[config.mk]
export PLATFORM = sky130hd
export DESIGN_NAME = seq_divider
export DESIGN_NICKNAME = d
export VERILOG_FILES = /design/src/rtl/seq_divider_pkg.sv /design/src/rtl/seq_divider_cla_sub_stage.sv /design/src/rtl/seq_divider.sv
export SDC_FILE = /design/constraint.sdc
export NUM_CORES = 1
export LEC_CHECK = 0
export ABC_AREA = 0
export CORE_MARGIN = 3
export CORE_UTILIZATION = 45
export DETAILED_ROUTE_END_ITERATION = 8
export HOLD_SLACK_MARGIN = 0.08
export PLACE_DENSITY = 0.72
export SLEW_MARGIN = 25
export SYNTH_ARGS = -nofsm -noshare
export SYNTH_HDL_FRONTEND = slang
export SYNTH_SLANG_ARGS = --single-unit
[constraint.sdc]
create_clock -name clock -period 4.4 [get_ports clock]
set_clock_uncertainty 0.2 [all_clocks]
set_input_delay 0.44 -clock clock [delete_from_list [all_inputs] [get_ports clock]]
set_output_delay 0.44 -clock clock [all_outputs]
set_load 0.01 [all_outputs]
[src/rtl/seq_divider_pkg.sv]
// Shared definitions for the sequential divider: FSM state encoding and sizing constants.
// Used by the divider and by the mult/div top.
package seq_divider_pkg;

  typedef enum logic [1:0] {
    S_IDLE = 2'd0,
    S_RUN  = 2'd1,
    S_FIX  = 2'd2,
    S_DONE = 2'd3
  } state_t;

  localparam int DEFAULT_WIDTH = 32;
  localparam int CLA_BLOCK     = 8;

endpackage

[src/rtl/seq_divider_cla_sub_stage.sv]
// N-bit carry-lookahead adder made of 8-bit lookahead blocks joined by a group carry chain.
// The divider uses it for the trial subtract and for the two's-complement negations.
module cla_sub_stage
  import seq_divider_pkg::*;
#(
  parameter int N = DEFAULT_WIDTH + 1
) (
  input  logic [N-1:0] x,
  input  logic [N-1:0] y,
  input  logic         c_in,
  output logic [N-1:0] s,
  output logic         c_out
);

  localparam int GROUPS = (N + CLA_BLOCK - 1) / CLA_BLOCK;

  // Each block forms its internal carries as G | P & group_cin.
  // The block's own G/P then drives the next group carry.
  always_comb begin : cla
    logic gcar, gacc, pacc, gk, pk;
    int   k;
    // NOTE: every variable gets a value before any branch reads it, so no latches are inferred.
    s     = '0;
    c_out = 1'b0;
    gcar  = c_in;
    gacc  = 1'b0;
    pacc  = 1'b1;
    gk    = 1'b0;
    pk    = 1'b0;
    k     = 0;
    for (int grp = 0; grp < GROUPS; grp++) begin
      gacc = 1'b0;
      pacc = 1'b1;
      for (int i = 0; i < CLA_BLOCK; i++) begin
        k = grp * CLA_BLOCK + i;
        if (k < N) begin
          s[k] = x[k] ^ y[k] ^ (gacc | (pacc & gcar));
          gk   = x[k] & y[k];
          pk   = x[k] | y[k];
        end else begin
          gk = 1'b0;
          pk = 1'b0;
        end
        gacc = gk | (pk & gacc);
        pacc = pacc & pk;
        if (k == N - 1) c_out = gacc | (pacc & gcar);
      end
      gcar = gacc | (pacc & gcar);
    end
  end

endmodule

[src/rtl/seq_divider.sv]
// Multicycle signed restoring divider that performs one radix-2 step per cycle.
// Latency is a fixed WIDTH+2 cycles from ctrl_DIV to the one-cycle data_resultRDY pulse.
module seq_divider
  import seq_divider_pkg::*;
#(
  parameter int WIDTH = DEFAULT_WIDTH
) (
  input  logic             clock,
  input  logic             reset,
  input  logic             ctrl_DIV,
  input  logic [WIDTH-1:0] data_operandA,
  input  logic [WIDTH-1:0] data_operandB,
  output logic [WIDTH-1:0] data_result,
  output logic             data_exception,
  output logic             data_resultRDY,
  output logic             busy
);

  localparam int N  = WIDTH + 1;
  localparam int CW = $clog2(WIDTH);
  localparam logic [WIDTH-1:0] MIN_INT = {1'b1, {(WIDTH-1){1'b0}}};

  state_t           state;
  logic [N-1:0]     r;
  logic [WIDTH-1:0] q;
  logic [WIDTH-1:0] b;
  logic             sign_q;
  logic             exc;
  logic [CW-1:0]    cnt;

  logic [N-1:0]     r_sh;
  logic [N-1:0]     add_x, add_y, add_s;
  logic             add_cin, add_cout;

  assign r_sh = (r << 1) | N'(q[WIDTH-1]);

  // The divisor is kept in signed form. A negative divisor is added rather than
  // subtracted, so the single adder still yields R - |B|. Carry-out = 1 means the result is non-negative.
  always_comb begin
    add_x   = '0;
    add_y   = '0;
    add_cin = 1'b0;
    if (ctrl_DIV) begin
      add_y   = ~{data_operandA[WIDTH-1], data_operandA};
      add_cin = 1'b1;
    end else if (state == S_RUN) begin
      add_x   = r_sh;
      add_y   = b[WIDTH-1] ? {b[WIDTH-1], b} : ~{b[WIDTH-1], b};
      add_cin = ~b[WIDTH-1];
    end else if (state == S_FIX) begin
      add_y   = ~{1'b0, q};
      add_cin = 1'b1;
    end
  end

  cla_sub_stage #(.N(N)) u_cla (
    .x     (add_x),
    .y     (add_y),
    .c_in  (add_cin),
    .s     (add_s),
    .c_out (add_cout)
  );

  // NOTE: all state is updated with non-blocking assignments, so every branch sees the pre-edge values.
  always_ff @(posedge clock) begin
    if (reset) begin
      state          <= S_IDLE;
      r              <= '0;
      q              <= '0;
      b              <= '0;
      sign_q         <= 1'b0;
      exc            <= 1'b0;
      cnt            <= '0;
      data_result    <= '0;
      data_exception <= 1'b0;
      data_resultRDY <= 1'b0;
      busy           <= 1'b0;
    end else begin
      data_resultRDY <= 1'b0;
      case (state)
        S_IDLE: ;
        S_RUN: begin
          if (add_cout) begin
            r <= add_s;
            q <= {q[WIDTH-2:0], 1'b1};
          end else begin
            r <= r_sh;
            q <= {q[WIDTH-2:0], 1'b0};
          end
          cnt <= cnt + 1'b1;
          if (cnt == CW'(WIDTH - 1)) state <= S_FIX;
        end
        S_FIX: begin
          if (sign_q) q <= add_s[WIDTH-1:0];
          state <= S_DONE;
        end
        S_DONE: begin
          data_result    <= exc ? '0 : q;
          data_exception <= exc;
          data_resultRDY <= 1'b1;
          busy           <= 1'b0;
          state          <= S_IDLE;
        end
      endcase
      // A start in any state, including DONE, restarts from cycle 0. The assignments below take priority over the case above.
      if (ctrl_DIV) begin
        q      <= data_operandA[WIDTH-1] ? add_s[WIDTH-1:0] : data_operandA;
        b      <= data_operandB;
        sign_q <= data_operandA[WIDTH-1] ^ data_operandB[WIDTH-1];
        exc    <= (data_operandB == '0) ||
                  ((data_operandA == MIN_INT) && (data_operandB == '1));
        r      <= '0;
        cnt    <= '0;
        busy   <= 1'b1;
        state  <= S_RUN;
      end
    end
  end

endmodule

# == After elaboration in Yosys (flattened, before gate mapping) ==
# Index checks and enable logic that the tools add are counted.
# op_classes
add_sub_neg,1
eq_ne,9
reduce_logical,11
muxes,22
bitwise,286
# op_table
op,count
$mux W33,6
$mux W32,5
$and A1 B1 Y1,122
$or A1 B1 Y1,94
$not A33 Y33,2
$xor A1 B1 Y1,65
$eq A32 B32 Y1 const B,2
$pmux W32 S2,1
$not A32 Y33,1
$or A33 B1 Y33,1
$logic_not A32 Y1,1
$mux W1,8
$pmux W2 S3,1
$reduce_and A2 Y1,3
$reduce_bool A3 Y1,2
$add A5 B1 Y5 const B,1
$eq A5 B5 Y1 const B,1
$eq A2 B2 Y1 const B,2
$reduce_bool A4 Y1,1
$ne A3 B2 Y1 const B,1
$ne A3 B3 Y1 const B,1
$eq A2 B1 Y1 const B,1
$mux W2,1
$ne A2 B1 Y1 const B,1
5 further kinds,5
# word_totals
input_bits,67
out_inout_bits,35
regBits,140
wordCells,341

# == Longest topological paths before layout ==
# logic_depth
word_depth,31
ltp_mapped,22
depth_no_buf,19

# == Hierarchy ==
# A second synthesis with hierarchy kept.
# unflattened
hier_cells,1152
area_unflattened_um2,9794.4
# modules_own_cells
module,seq_area_each_um2,cells_per_inst,instances,area_each_um2
seq_divider,2802.7,884,1,7758.7
cla_sub_stage,0.0,268,1,2035.7

# == Worst setup path before layout ==
# OpenSTA, ideal clock, no wires.
# synth_path
path_type,register to register
start,reg state[1]
end,reg q[25]
arrival_ps,4126
n_path_buf,2
synth_period_minus_slack_ps,4411
setup_time_ps,86
path_stages_with_launch,21
t_required_ps,4114
path_slack_ps,-11
cell_sequence,dfxtp_1 -> inv_1 -> ha_1 -> clkbuf_1 -> clkbuf_1 -> nor3b_1 -> a211oi_1 -> a21oi_1 -> inv_1 -> ha_1 -> or3b_1 -> a311oi_1 -> a21oi_1 -> a21oi_1 -> a21oi_1 -> or2_2 -> fa_1 -> xnor2_1 -> a211oi_1 -> a21oi_1 -> a211oi_1
# synth_via
elab_chain_len,30
word_cells_on_any_way,140
cone_classes,eq/ne: 3; mux: 12; bitwise: 123; reduce/logical: 2
# synth_rtl
element,line_no,rtl
"start, declared",seq_divider.sv:23,state_t state;
"start signal, assigned",seq_divider.sv:67,state <= S_IDLE;
"start signal, assigned",seq_divider.sv:91,if (cnt == CW'(WIDTH - 1)) state <= S_FIX;
"start signal, assigned",seq_divider.sv:95,state <= S_DONE;
$eq A2 B2 Y1,"seq_divider.sv:50, seq_divider.sv:80",
$mux W33,seq_divider.sv:50,end else if (state == S_FIX) begin
$mux W33,seq_divider.sv:46,end else if (state == S_RUN) begin
$mux W33,seq_divider.sv:43,if (ctrl_DIV) begin
$or A1 B1 Y1 / $and A1 B1 Y1 (equally long branches),"seq_divider_cla_sub_stage.sv:39, seq_divider_cla_sub_stage.sv:38",
$and A1 B1 Y1,seq_divider_cla_sub_stage.sv:44,gacc = gk | (pk & gacc);
$or A1 B1 Y1,seq_divider_cla_sub_stage.sv:44,
$and A1 B1 Y1,seq_divider_cla_sub_stage.sv:44,
[... 14 more ...],-,
$and A1 B1 Y1,seq_divider_cla_sub_stage.sv:48,gcar = gacc | (pacc & gcar);
$or A1 B1 Y1,seq_divider_cla_sub_stage.sv:48,
$and A1 B1 Y1,seq_divider_cla_sub_stage.sv:37,s[k] = x[k] ^ y[k] ^ (gacc | (pacc & gcar));
$or A1 B1 Y1,seq_divider_cla_sub_stage.sv:37,
$xor A1 B1 Y1,seq_divider_cla_sub_stage.sv:37,
$mux W32,seq_divider.sv:94,if (sign_q) q <= add_s[WIDTH-1:0];
$pmux W32 S2,seq_divider.sv:80,case (state)
$mux W32,seq_divider.sv:106,if (ctrl_DIV) begin
"end signal, assigned",seq_divider.sv:85,"q <= {q[WIDTH-2:0], 1'b1};"
"end signal, assigned",seq_divider.sv:94,
"end signal, assigned",seq_divider.sv:107,q <= data_operandA[WIDTH-1] ? add_s[WIDTH-1:0] : data_operandA;
"end, declared",seq_divider.sv:25,logic [WIDTH-1:0] q;
# Parallel ways exist; a longest one is shown, timed or not. The select of a mux whose other input is x is not followed.
# A chain may end at the register's enable or synchronous reset.

# == Worst setup path in the final report ==
# layout_path
start,reg state[0]
end,reg q[24]
# layout_via
elab_chain_len,28
word_cells_on_any_way,136
cone_classes,eq/ne: 3; mux: 12; bitwise: 119; reduce/logical: 2
# layout_rtl
element,line_no
$eq A2 B2 Y1,"seq_divider.sv:50, seq_divider.sv:80"
$mux W33,seq_divider.sv:50
$mux W33,seq_divider.sv:46
$mux W33,seq_divider.sv:43
$or A1 B1 Y1 / $and A1 B1 Y1 (equally long branches),"seq_divider_cla_sub_stage.sv:39, seq_divider_cla_sub_stage.sv:38"
$and A1 B1 Y1,seq_divider_cla_sub_stage.sv:44
$or A1 B1 Y1,seq_divider_cla_sub_stage.sv:44
$and A1 B1 Y1,seq_divider_cla_sub_stage.sv:44
[... 12 more ...],-
$and A1 B1 Y1,seq_divider_cla_sub_stage.sv:48
$or A1 B1 Y1,seq_divider_cla_sub_stage.sv:48
$and A1 B1 Y1,seq_divider_cla_sub_stage.sv:48
$or A1 B1 Y1,seq_divider_cla_sub_stage.sv:48
$xor A1 B1 Y1,seq_divider_cla_sub_stage.sv:37
$mux W32,seq_divider.sv:94
$pmux W32 S2,seq_divider.sv:80
$mux W32,seq_divider.sv:106
# Parallel ways exist; a longest one is shown, timed or not. The select of a mux whose other input is x is not followed.

==> flow_summary.ini <==
[hold_path]
hp-class = in2reg

[critical_path]
worst_r2r_path_depth = 20
cp_common_cell = a211oi_2
critical_path.endpoint = q[24]$_SDFFE_PP0P_
required_ns = 4.48
path_delay_family = simple AND/OR/NAND/NOR gates
critical-path-max-stage-delay_ns = 0.48
critical_path.reg2reg.startpoint = state[0]$_SDFFE_PP0P_
cp_slowest_cell = fa_2
crit_path_cell_trace = buf_6 -> ha_4 -> clkbuf_16 -> nor3b_2 -> a211oi_2 -> a21oi_2 -> inv_1 -> ha_1 -> or3_4 -> nor3_4 -> and3_1 -> nand3_1 -> a21oi_2 -> buf_4 -> or2_2 -> fa_2 -> a211oi_2 -> a211oi_2 -> a21oi_1 -> nor2_1
rr_endpoint = q[24]$_SDFFE_PP0P_
timing_worst_setup_path_type = reg2reg
crit_fanout = 5
arrival_ns = 4.45
critical_path_depth = 20
r2r_slack_ns = 0.03
count_of_buffer_and_inverter_cells_on_the_critical_path = 4
setup.worst_path.start_class = flip-flop
cp-end-kind = flip-flop
crit_path_start = state[0]$_SDFFE_PP0P_

[die]
die_width_um = 149
chip_height_um = 149
row_count = 51
core_region_area_um2 = 19800
ios = 102
die_area_um2 = 22300
initial_utilization_pct = 46.6

[global_route]
first_pass_grt_wire_length_um = 46700
global_route.usage.total_pct = 26.5
global_route.overflow_total = 0
antenna_violations_before_repair = 0
grt_max_degree = 104
grt_pass1_vias = 8580

[clock_network]
max-clock-path-buffers = 2
cts_num_sinks = 140
clock_insertion_delay_worst_skew_ns = 0.43
clock_tree_from_tritoncts = built
path_clk_slew_ns = 0.07
cts-htree-levels = 4
ctsRootBufferMaster = clkbuf_16
tritoncts.num_buffers = 17
postCtsHoldBufs = 0

[synthesis]
synth_largest_area_cell = dfxtp_1
yosysUniqueCellTypes = 57
synth_edf_count = 0
yosys.cell_count.top_type = dfxtp_1
area_fraction_in_compound_gates_after_synthesis_pct = 21.3
synth_sequential_area_ratio_pct = 30.3
biggest_area_contributors_in_the_synthesized_netlist = dfxtp_1 (30%), ha_1 (9.9%), mux2i_1 (7.1%), nor2_1 (5.6%), a21oi_1 (5.4%)
postSynthCellCount = 1142
syn_avg_cell_area_um2 = 8.11
yosys_register_bits = 140
postSynth.topFlopCell = dfxtp_1
syn_nets = 1286
synth-adder-area-share_pct = 10.7
synth_simple_gate_area_share_pct = 17.6
asyncSetResetFlopFracSynth_pct = 0
synth.top_cell.area_share_pct = 30.3
synth.cell_area_um2 = 9260
synthXorXnorAreaFrac_pct = 5.87
synth_common_cells = dfxtp_1 (140), nor2_1 (138), a21oi_1 (99)
synthMuxAreaShare_pct = 7.26
synth_top_family_by_area = compound AO/OA/AOI/OAI gates
yosysWarningCount = 0

[drt]
detail_route.wl_per_cell_um = 19.4
via_count = 9190
detail_route.drc_violations = 0
initialDrtViolationCount = 1081
number_of_search_and_repair_iterations_in_the_first_detailed_routing_pass = 6
final_antenna_net_count = 0
avgViaCountPerCell = 5.85
route.final.wire_length_um = 30500

[sta]
fmaxAchievable_mhz = 229
timing.final.crit_share_pct = 99.3
hold-worst-slack_ns = 0.279
post-route-min-period_ns = 4.37
slew-limit-headroom_pct = 28.4
finalSetupViolCount = 0
grt_setup_unrepaired = true
pin_slew_with_the_least_headroom_to_its_limit_ns = 1.07
finalMaxSlewViolations = 0
final_hold_viols = 0

[final_layout]
num-nets-final = 1438
drive_above_1_share_pct = 16.7
antenna_cells = 0
stdcell_count = 1572
final.fill_count = 1665
area_growth_syn_to_layout_pct = 31.3
final_util_pct = 61.2

[power_and_ir_drop]
switching_share_pct = 31.9
switchingPower_w = 0.00121
internal_power_w = 0.00259
clock_power_share_pct = 40.3
seq_pwr_share_pct = 37.2
power.combinational.fraction_pct = 22.4
power_density_nw_per_um2 = 312
worst_ir_drop_vdd_uv = 285
total_leakage_power_nw = 5.19

[placed_design]
placer_congestion_estimate = 0.946
place_inst = 1527
hpwl_um = 21600
placement.io_buffers = 101

[outcome]
result_of_the_run = completed

[job]
drv_cap = 0
-- tightest hold or removal path: cells and delay by family --
kind / cells / cell delay [ns]
buf+inv: 1 / 0.09
simple gates: 1 / 0.15
compound gates: 2 / 0.16
-- metal layers --
| metal | global-route usage, % | up-vias | share of wire, % |
|---|---|---|---|
| met1 | 37.6 | 4325 | 44 |
| li1 | - | 4370 | - |
| met4 | 9.75 | 0 | 3.0 |
| met3 | 5.15 | 73 | 7.7 |
| met5 | 0 | - | 0 |
| met2 | 40.0 | 422 | 45 |
-- worst min path at each step --
stage,from,endpoint,slack (ns),depth (start not counted)
2_1_floorplan,r[10]$_SDFFE_PP0N_,r[11]$_SDFFE_PP0N_,0.26,2
3_3_place_gp,busy$_SDFFE_PP0P_,busy$_SDFFE_PP0P_,0.28,2
3_5_place_dp,data_exception$_SDFFE_PP0P_,data_exception$_SDFFE_PP0P_,0.29,2
4_1_cts,ctrl_DIV,cnt[0]$_SDFFE_PP0N_,0.26,3
5_1_grt,reset,r[3]$_SDFFE_PP0N_,0.30,4
6_report,reset,r[2]$_SDFFE_PP0N_,0.28,4
-- registers in the layout, indices dropped and copies added (netlist names) --
signal / flops
state: 2
data_resultRDY: 1
busy: 1
b: 32
cnt: 5
exc: 1
r: 32
data_exception: 1
data_result: 32
q: 32
sign_q: 1
-- cells in the final DEF, fill, tap and decap left out, types with 15 or more instances in the layout --
cell             netlist  layout
nand4_1               18      18
buf_4                  1      99
xor2_1                15      15
a221o_1               17      17
nor4_1                19      18
nor3b_1               31      26
a22oi_1               32      32
nor2_1               138     135
o21ai_0               40      40
nand2_1               41      41
inv_1                 85      85
mux2i_1               66      64
a211oi_1              56      41
ha_1                  73      67
xnor2_1               47      45
a211oi_2               0      15
clkdlybuf4s50_1        0      99
a21oi_1               99      88
clkbuf_16              0      18
dfxtp_1              140     137
nor3_1                25      21
-- through the flow --
stage | total power, W | instance area [µm²] | setup TNS (ns) | setup slack [ns]
after floorplan | 0.00187 | 9260 | 0 | 0.0525
after global placement | 0.00219 | 11100 | -0.0773 | -0.0447
after detailed placement | 0.00220 | 11100 | -1.74 | -0.138
after CTS | 0.00373 | 11800 | 0 | 0.0114
after global routing | 0.00392 | 12200 | -0.714 | -0.121
final | 0.00380 | 12200 | 0 | 0.0319
-- power by group through the flow --
stage | clock (W) | sequential (W) | combinational [W]
global placement | 0 | 0.00143 | 0.000751
floorplan | 0 | 0.00140 | 0.000467
CTS | 0.00153 | 0.00141 | 0.000789
detailed placement | 0 | 0.00144 | 0.000764
global route | 0.00158 | 0.00142 | 0.000919
finish | 0.00153 | 0.00141 | 0.000851
-- cells by family after synthesis --
kind of cell | after synthesis
adder cells (fa/ha/maj) | 77
flip-flops | 140
AND/OR/NAND/NOR | 331
buffers and inverters | 167
multiplexers | 67
AO/OA/AOI/OAI | 298
XOR/XNOR | 62
-- timing repair --
action | 4_1_cts | 5_1_grt
gates resized for setup | 8 | 58
pin swaps | 3 | 20
buffers inserted | 3 | 7
endpoints found under the setup margin | 26 | 45
gates cloned | 3 | 1
-- layout make-up --
| type | instances | area, µm² | share of cell area [%] |
|---|---|---|---|
| tap | 265 | 332 | 2.73 |
| clock inverter | 14 | 170 | 1.40 |
| multi-input combinational | 837 | 6120 | 50.4 |
| timing repair buffer | 211 | 1950 | 16.1 |
| clock buffer | 18 | 439 | 3.61 |
| sequential | 140 | 2810 | 23.1 |
| inverter | 87 | 327 | 2.69 |
Power figures use the tool's default switching activity.
